===== src/rtl/alu_pkg.sv =====
// Shared opcode, FSM state and width definitions for the ALU command issuer.
// Latency: none (package only).
// Backpressure: n/a.
package alu_pkg;

    localparam int DATA_W_DEF = 40;

    localparam logic [4:0] OP_NOP = 5'b00000;
    localparam logic [4:0] OP_ADD = 5'b00101;
    localparam logic [4:0] OP_SUB = 5'b00110;
    localparam logic [4:0] OP_MUL = 5'b01000;
    localparam logic [4:0] OP_DIV = 5'b01011;

    typedef enum logic [1:0] {
        ST_IDLE  = 2'd0,
        ST_DRIVE = 2'd1,
        ST_WAIT  = 2'd2,
        ST_RESP  = 2'd3
    } state_t;

    function automatic logic is_legal_op(input logic [4:0] op);
        case (op)
            OP_ADD, OP_SUB, OP_MUL, OP_DIV: return 1'b1;
            default:                        return 1'b0;
        endcase
    endfunction

endpackage


===== src/rtl/alu_cmd_fifo.sv =====
// Generic synchronous FIFO holding packed {op,a,b} commands, first-word fall-through head.
// Latency: a push is visible at pop_dat the cycle after the write edge.
// Backpressure: full blocks push, empty blocks pop; both are ignored when illegal.
module alu_cmd_fifo #(
    parameter int WIDTH = 85,
    parameter int DEPTH = 4
) (
    input  logic             clk,
    input  logic             rst_n,
    input  logic             push,
    input  logic [WIDTH-1:0] push_dat,
    input  logic             pop,
    output logic [WIDTH-1:0] pop_dat,
    output logic             full,
    output logic             empty
);

    localparam int AW    = (DEPTH > 1) ? $clog2(DEPTH) : 1;
    localparam int CNT_W = AW + 1;

    logic [WIDTH-1:0] mem [DEPTH];
    logic [AW-1:0]    wr_ptr;
    logic [AW-1:0]    rd_ptr;
    logic [CNT_W-1:0] cnt;
    logic             do_push;
    logic             do_pop;

    assign do_push = push && !full;
    assign do_pop  = pop && !empty;
    assign full    = (cnt == CNT_W'(DEPTH));
    assign empty   = (cnt == '0);
    assign pop_dat = mem[rd_ptr];

    // Storage is not reset; only the pointers define what is valid.
    always_ff @(posedge clk) begin
        if (do_push) begin
            mem[wr_ptr] <= push_dat;
        end
    end

    // DEPTH is a power of two, so the pointers wrap naturally.
    always_ff @(posedge clk or negedge rst_n) begin
        if (!rst_n) begin
            wr_ptr <= '0;
            rd_ptr <= '0;
            cnt    <= '0;
        end else begin
            if (do_push) begin
                wr_ptr <= wr_ptr + 1'b1;
            end
            if (do_pop) begin
                rd_ptr <= rd_ptr + 1'b1;
            end
            case ({do_push, do_pop})
                2'b10:   cnt <= cnt + 1'b1;
                2'b01:   cnt <= cnt - 1'b1;
                default: cnt <= cnt;
            endcase
        end
    end

endmodule


===== src/rtl/alu_cmd_issuer.sv =====
// Queues {op,a,b} commands and drives them one at a time through the registered ALU; optional counters under ALU_CMD_ISSUER_STATS_EN.
// Latency: legal head in IDLE -> res_valid 3 cycles later; rejected head -> 1 cycle later.
// Backpressure: cmd_ready = !fifo_full; result held stable until res_valid && res_ready.
module alu_cmd_issuer
    import alu_pkg::*;
#(
    parameter int DATA_W     = DATA_W_DEF,
    parameter int FIFO_DEPTH = 4
) (
    input  logic              clk,
    input  logic              rst_n,
    input  logic              cmd_valid,
    output logic              cmd_ready,
    input  logic [4:0]        cmd_op,
    input  logic [DATA_W-1:0] cmd_a,
    input  logic [DATA_W-1:0] cmd_b,
    output logic              res_valid,
    input  logic              res_ready,
    output logic [DATA_W-1:0] res_data,
    output logic              res_err,
    output logic [DATA_W-1:0] alu_a,
    output logic [DATA_W-1:0] alu_b,
    output logic [4:0]        alu_s,
    input  logic [DATA_W-1:0] alu_out,
    output logic              busy
`ifdef ALU_CMD_ISSUER_STATS_EN
    ,
    output logic [31:0]       stat_issued,
    output logic [31:0]       stat_rejected
`endif
);

    localparam int CMD_W = 5 + 2 * DATA_W;

    logic [CMD_W-1:0]  head;
    logic [4:0]        head_op;
    logic [DATA_W-1:0] head_a;
    logic [DATA_W-1:0] head_b;
    logic              fifo_full;
    logic              fifo_empty;
    logic              push;
    logic              pop;
    state_t            state;

    assign cmd_ready = !fifo_full;
    assign push      = cmd_valid && cmd_ready;
    assign pop       = (state == ST_IDLE) && !fifo_empty;
    assign busy      = !fifo_empty || (state != ST_IDLE);
    assign {head_op, head_a, head_b} = head;

    alu_cmd_fifo #(
        .WIDTH (CMD_W),
        .DEPTH (FIFO_DEPTH)
    ) u_fifo (
        .clk      (clk),
        .rst_n    (rst_n),
        .push     (push),
        .push_dat ({cmd_op, cmd_a, cmd_b}),
        .pop      (pop),
        .pop_dat  (head),
        .full     (fifo_full),
        .empty    (fifo_empty)
    );

    always_ff @(posedge clk or negedge rst_n) begin
        if (!rst_n) begin
            state     <= ST_IDLE;
            res_valid <= 1'b0;
            res_data  <= '0;
            res_err   <= 1'b0;
            alu_a     <= '0;
            alu_b     <= '0;
            alu_s     <= OP_NOP;
        end else begin
            case (state)
                ST_IDLE: begin
                    // Rejected commands never touch the ALU bus.
                    if (!fifo_empty) begin
                        if (!is_legal_op(head_op)) begin
                            res_err   <= 1'b1;
                            res_data  <= '0;
                            res_valid <= 1'b1;
                            state     <= ST_RESP;
                        end else if ((head_op == OP_DIV) && (head_b == '0)) begin
                            res_err   <= 1'b1;
                            res_data  <= '1;
                            res_valid <= 1'b1;
                            state     <= ST_RESP;
                        end else begin
                            alu_a <= head_a;
                            alu_b <= head_b;
                            alu_s <= head_op;
                            state <= ST_DRIVE;
                        end
                    end
                end
                ST_DRIVE: begin
                    state <= ST_WAIT;
                end
                ST_WAIT: begin
                    alu_s     <= OP_NOP;
                    res_data  <= alu_out;
                    res_err   <= 1'b0;
                    res_valid <= 1'b1;
                    state     <= ST_RESP;
                end
                ST_RESP: begin
                    if (res_ready) begin
                        res_valid <= 1'b0;
                        state     <= ST_IDLE;
                    end
                end
                default: begin
                    state <= ST_IDLE;
                end
            endcase
        end
    end

`ifdef ALU_CMD_ISSUER_STATS_EN
    always_ff @(posedge clk or negedge rst_n) begin
        if (!rst_n) begin
            stat_issued   <= '0;
            stat_rejected <= '0;
        end else if (res_valid && res_ready) begin
            if (res_err) begin
                stat_rejected <= stat_rejected + 32'd1;
            end else begin
                stat_issued <= stat_issued + 32'd1;
            end
        end
    end
`endif

endmodule

===== config.mk =====
export PLATFORM = sky130hd
export DESIGN_NAME = alu_cmd_issuer
export DESIGN_NICKNAME = d
export VERILOG_FILES = /design/src/rtl/alu_pkg.sv /design/src/rtl/alu_cmd_fifo.sv /design/src/rtl/alu_cmd_issuer.sv
export SDC_FILE = /design/constraint.sdc
export NUM_CORES = 1
export LEC_CHECK = 0
export ABC_AREA = 1
export CAP_MARGIN = 10
export CORE_MARGIN = 2
export CORE_UTILIZATION = 40
export CTS_CLUSTER_DIAMETER = 80
export DETAILED_ROUTE_END_ITERATION = 16
export GPL_TIMING_DRIVEN = 1
export PLACE_DENSITY_LB_ADDON = 0.08
export SLEW_MARGIN = 20
export SYNTH_ARGS = -nofsm -noshare
export SYNTH_HDL_FRONTEND = slang
export SYNTH_SLANG_ARGS = --single-unit

===== constraint.sdc =====
create_clock -name clk -period 5.65 [get_ports clk]
set_input_delay 1.13 -clock clk [delete_from_list [all_inputs] [get_ports clk]]
set_output_delay 1.13 -clock clk [all_outputs]
set_load 0.02 [all_outputs]

==> run summary <==
The met2 routing resource usage after global routing came out at 30.4%. Setup repair after global routing left no endpoint under its margin. The violation count after the first detailed-routing iteration is 944. The total routing usage reported by global routing is 19.2%.

The static power due to leakage is 9.15 nW. The boundary pin count is 258. The reg-to-reg endpoint is res_data[6]$_DFFE_PN0P_. The post-layout utilization of the core came out at 50.2%. Measured against its own limit, the worst slew margin works out to 34.7%. The proportion of layout cells with a drive suffix above 1 came out at 5.27%. The number of antenna repair diodes is 0.

The worst register-to-register path has a depth of 13. TritonCTS built the clock tree. The flip-flop and latch count after synthesis came out at 476. The number of global-route vias before repair is 11900. The setup slack on the worst flop-to-flop path came out at 1.54 ns. The number of sinks on the clock net came out at 476. The cell count after synthesis came out at 1589. Yosys mapped the design onto 23 distinct sky130hd cell types.

Global routing used 3.63% of the available met3 tracks. The mean cell area of the mapped netlist came out at 11.7 sq um. sky130_fd_sc_hd__edfxtp_1 takes more of the synthesized area than any other cell.

The overall die width came out at 220 microns. The slowest stage of the critical path belongs to the cell sky130_fd_sc_hd__nand2_2. The number of cells upsized or downsized after cts is 0. After detailed routing, the average wire length per cell comes to 18.8 microns. The wire length of the first global-routing pass is 70800 microns. The final setup violation count came out at 0. The number of buffers added by the clock tree synthesis step came out at 50. Relative to the synthesized area, the layout overhead comes to 24.5%. Of the available clock period, the critical path in the final layout requires 72.8%.

The post-detailed-route via-to-cell ratio came out at 4.95. The synthesized netlist occupies a cell area of 0.0186 sq mm. The number of flops mapped to enable cells by yosys came out at 340. By count the netlist is led by sky130_fd_sc_hd__nand2_1 (638), sky130_fd_sc_hd__edfxtp_1 (340), sky130_fd_sc_hd__nand3_1 (141), sky130_fd_sc_hd__dfrtp_1 (136), sky130_fd_sc_hd__o21ai_1 (80). The worst setup path is captured at a flip-flop. The total core area is 0.0463 sq mm. Ranked by total cell area, the synthesized netlist is headed by sky130_fd_sc_hd__edfxtp_1 (55%), sky130_fd_sc_hd__dfrtp_1 (18%), sky130_fd_sc_hd__nand2_1 (13%). The latest clock arrival within the worst-skew pair came out at 0.58 ns. The critical path is of the reg2reg type. Yosys instantiated no cell more often than sky130_fd_sc_hd__nand2_1.

Total power for the finished layout comes to 0.0130 W. The area enclosed by the die boundary came out at 0.0484 sq mm. The site row count came out at 79. The first-pass iteration count of the detailed router is 4. Across the run, the number of max-cap violations was 0. In this run the vertical extent of the chip is 220 microns. The cell sitting at the root of the clock tree is a sky130_fd_sc_hd__clkbuf_16. The run finished with clean final reports. At the end of the flow, the number of nets in the layout was 1961. The routed layout has 12200 vias.

The count of pins over their slew limit came out at 0. In the synthesized netlist the dominant register cell turns out to be sky130_fd_sc_hd__edfxtp_1. The number of warnings reported in the yosys synthesis log is 0.

By area, the combinational part of the netlist is dominated by simple AND/OR/NAND/NOR gates. The total negative slack came out at 0 ns. The number of routed nets with antenna violations came out at 0. Summed over all layers, the global routing overflow is 0.

The initial utilization of the core area, before any placement, comes to 40.3%. The routing usage on met1 came out at 27.2%. The largest vdd supply drop is 0.358 mV. The clock input transition at the sequential cells of the worst setup and hold paths is 0.06 ns. The largest net degree at the start of global routing is 173. The signal on the critical path passes through inv_6 -> nand2_1 -> nand3_1 -> nand2_1 -> nor2_1 -> nand3_1 -> nor2_1 -> nand3_2 -> nand2_1 -> nand2_2 -> nand2_2 -> nand2_1 -> nand2_1. The required time at the endpoint of the critical path is 6.16 ns. Summing the areas of all compound-gate instances in the mapped netlist gives 5.53% of the synthesized area. Along the worst path, the maximum fanout reaches 122. For the pin with the worst max-slew slack, the measured transition is 0.980 ns. The part of the Yosys area used for sequential elements is 73.0%. The launching point of the worst reg2reg path is u_fifo.rd_ptr[0]$_DFFE_PN0P_.

The cell that appears most often on the critical path is sky130_fd_sc_hd__nand2_1. The largest clock skew in the final design came out at 0.0147 ns. The xor and xnor fraction of the mapped netlist area came out at 0.235%. The clock passes through at most 3 buffers. In the routed design, unresolved DRC markers number 0. The power density relative to cell area is 558 mW/mm^2. The arrival time reported for the critical path endpoint is 4.62 ns. The setup fix buffers added after clock tree synthesis came out at 0. The highest clock frequency the design can meet came out at 0.243 GHz. The synthesized design devotes to its leading area cell type 54.8% of total area. The async set-reset flop share out of synthesis came out at 28.6%. The class of the tightest hold or removal check is in2async.

Summing the areas of all fa, ha and maj instances in the mapped netlist gives 0.778% of the synthesized area. The final weighted congestion in routability-driven placement is 0.781. The hold buffer count at cts is 0.

The fraction of the mapped netlist area in simple logic gates came out at 17.5%. The startpoint type of the worst setup path is a flip-flop. The highest cell delay on the worst timing path came out at 0.84 ns. The detailed placement HPWL came out at 27000 microns. The number of nets in the synthesized netlist is 1729. The number of inserted filler cells in the final layout is 4163.

The number of port buffers came out at 257. The H-tree was split into 2 levels. met2 is the most crowded layer.

The final critical delay including setup and external delays is 4.11 ns. The multiplexer fraction of the synthesized cell area is 0%. The number of antenna violations at the first check in global routing came to 0. The total detailed-routing wirelength came out at 46400 microns.

The final hold violation count came out at 0.
[per-layer routing]
| layer | vias up | routed length [microns] |
|---|---|---|
| met5 | - | 0 |
| met4 | 0 | 910 |
| met3 | 57 | 2440 |
| met2 | 286 | 21300 |
| met1 | 5931 | 21800 |
| li1 | 5950 | - |
[through the flow]
step	setup WS, ns	cells	hold WS (ns)	cell area [sq um]
6_report	1.54	2468	0.477	23200
5_1_grt	1.08	2468	0.485	23200
4_1_cts	1.50	2468	0.449	23200
3_5_place_dp	1.51	2376	0.467	21800
3_3_place_gp	1.57	2376	0.462	21800
2_1_floorplan	0.257	1589	0.469	18600
[worst max-delay path by stage]
stage,slack (ns),end,cells past startpoint,start
finish,1.54,res_data[6]$_DFFE_PN0P_,13,u_fifo.rd_ptr[0]$_DFFE_PN0P_
global route,1.08,res_data[20]$_DFFE_PN0P_,13,u_fifo.rd_ptr[0]$_DFFE_PN0P_
CTS,1.50,res_data[7]$_DFFE_PN0P_,13,u_fifo.rd_ptr[0]$_DFFE_PN0P_
detailed placement,1.51,res_data[25]$_DFFE_PN0P_,13,u_fifo.rd_ptr[0]$_DFFE_PN0P_
global placement,1.57,res_data[27]$_DFFE_PN0P_,13,u_fifo.rd_ptr[0]$_DFFE_PN0P_
floorplan,0.26,u_fifo.mem[0][0]$_DFFE_PP_,2,cmd_valid
[sequential cells by signal, summed over array words and instances, names as in the netlist]
register / count
u_fifo.rd_ptr: 2
alu_a: 40
state: 2
res_data: 40
res_err: 1
u_fifo.mem: 340
u_fifo.cnt: 3
res_valid: 1
alu_s: 5
alu_b: 40
u_fifo.wr_ptr: 2
[critical path, delay by kind of cell (launching register included)]
| kind | cells | cell delay (ns) |
|---|---|---|
| flops | 1 | 0.51 |
| buf+inv | 1 | 0.66 |
| simple gates | 12 | 2.75 |
[report_power, final]
part           total (W)  leakage [nW]  switching [W]  internal, W
sequential       0.00505          4.86       0.000348      0.00470
clock            0.00297         0.727        0.00130      0.00167
combinational    0.00494          3.57        0.00322      0.00172
total             0.0130          9.15        0.00487      0.00809
[final cells by class]
type / count / area [sq um] / share of cell area [%]
inverter: 19 / 78.8 / 0.339
timing repair buffer: 275 / 2770 / 11.9
clock buffer: 65 / 1350 / 5.81
multi-input combinational: 999 / 4520 / 19.5
clock inverter: 27 / 124 / 0.533
sequential: 476 / 13600 / 58.6
tap: 607 / 759 / 3.27
[layout by cell type (no fill, tap or decap), drive strengths merged, types with 31 or more instances in the layout]
cell type and instances:
nand2 641, nor2 31, clkbuf 65, dfrtp 136, clkdlybuf4s50 256, a21oi 43, o21ai 83, nand3 143
a32o 40, edfxtp 340
[cells by family after synthesis]
kind of cell	after synthesis
flops	476
xor+xnor	5
buf+inv	114
compound gates	166
simple gates	817
fa+ha+maj	11
Note: power is estimated with default switching activity, not from simulation.
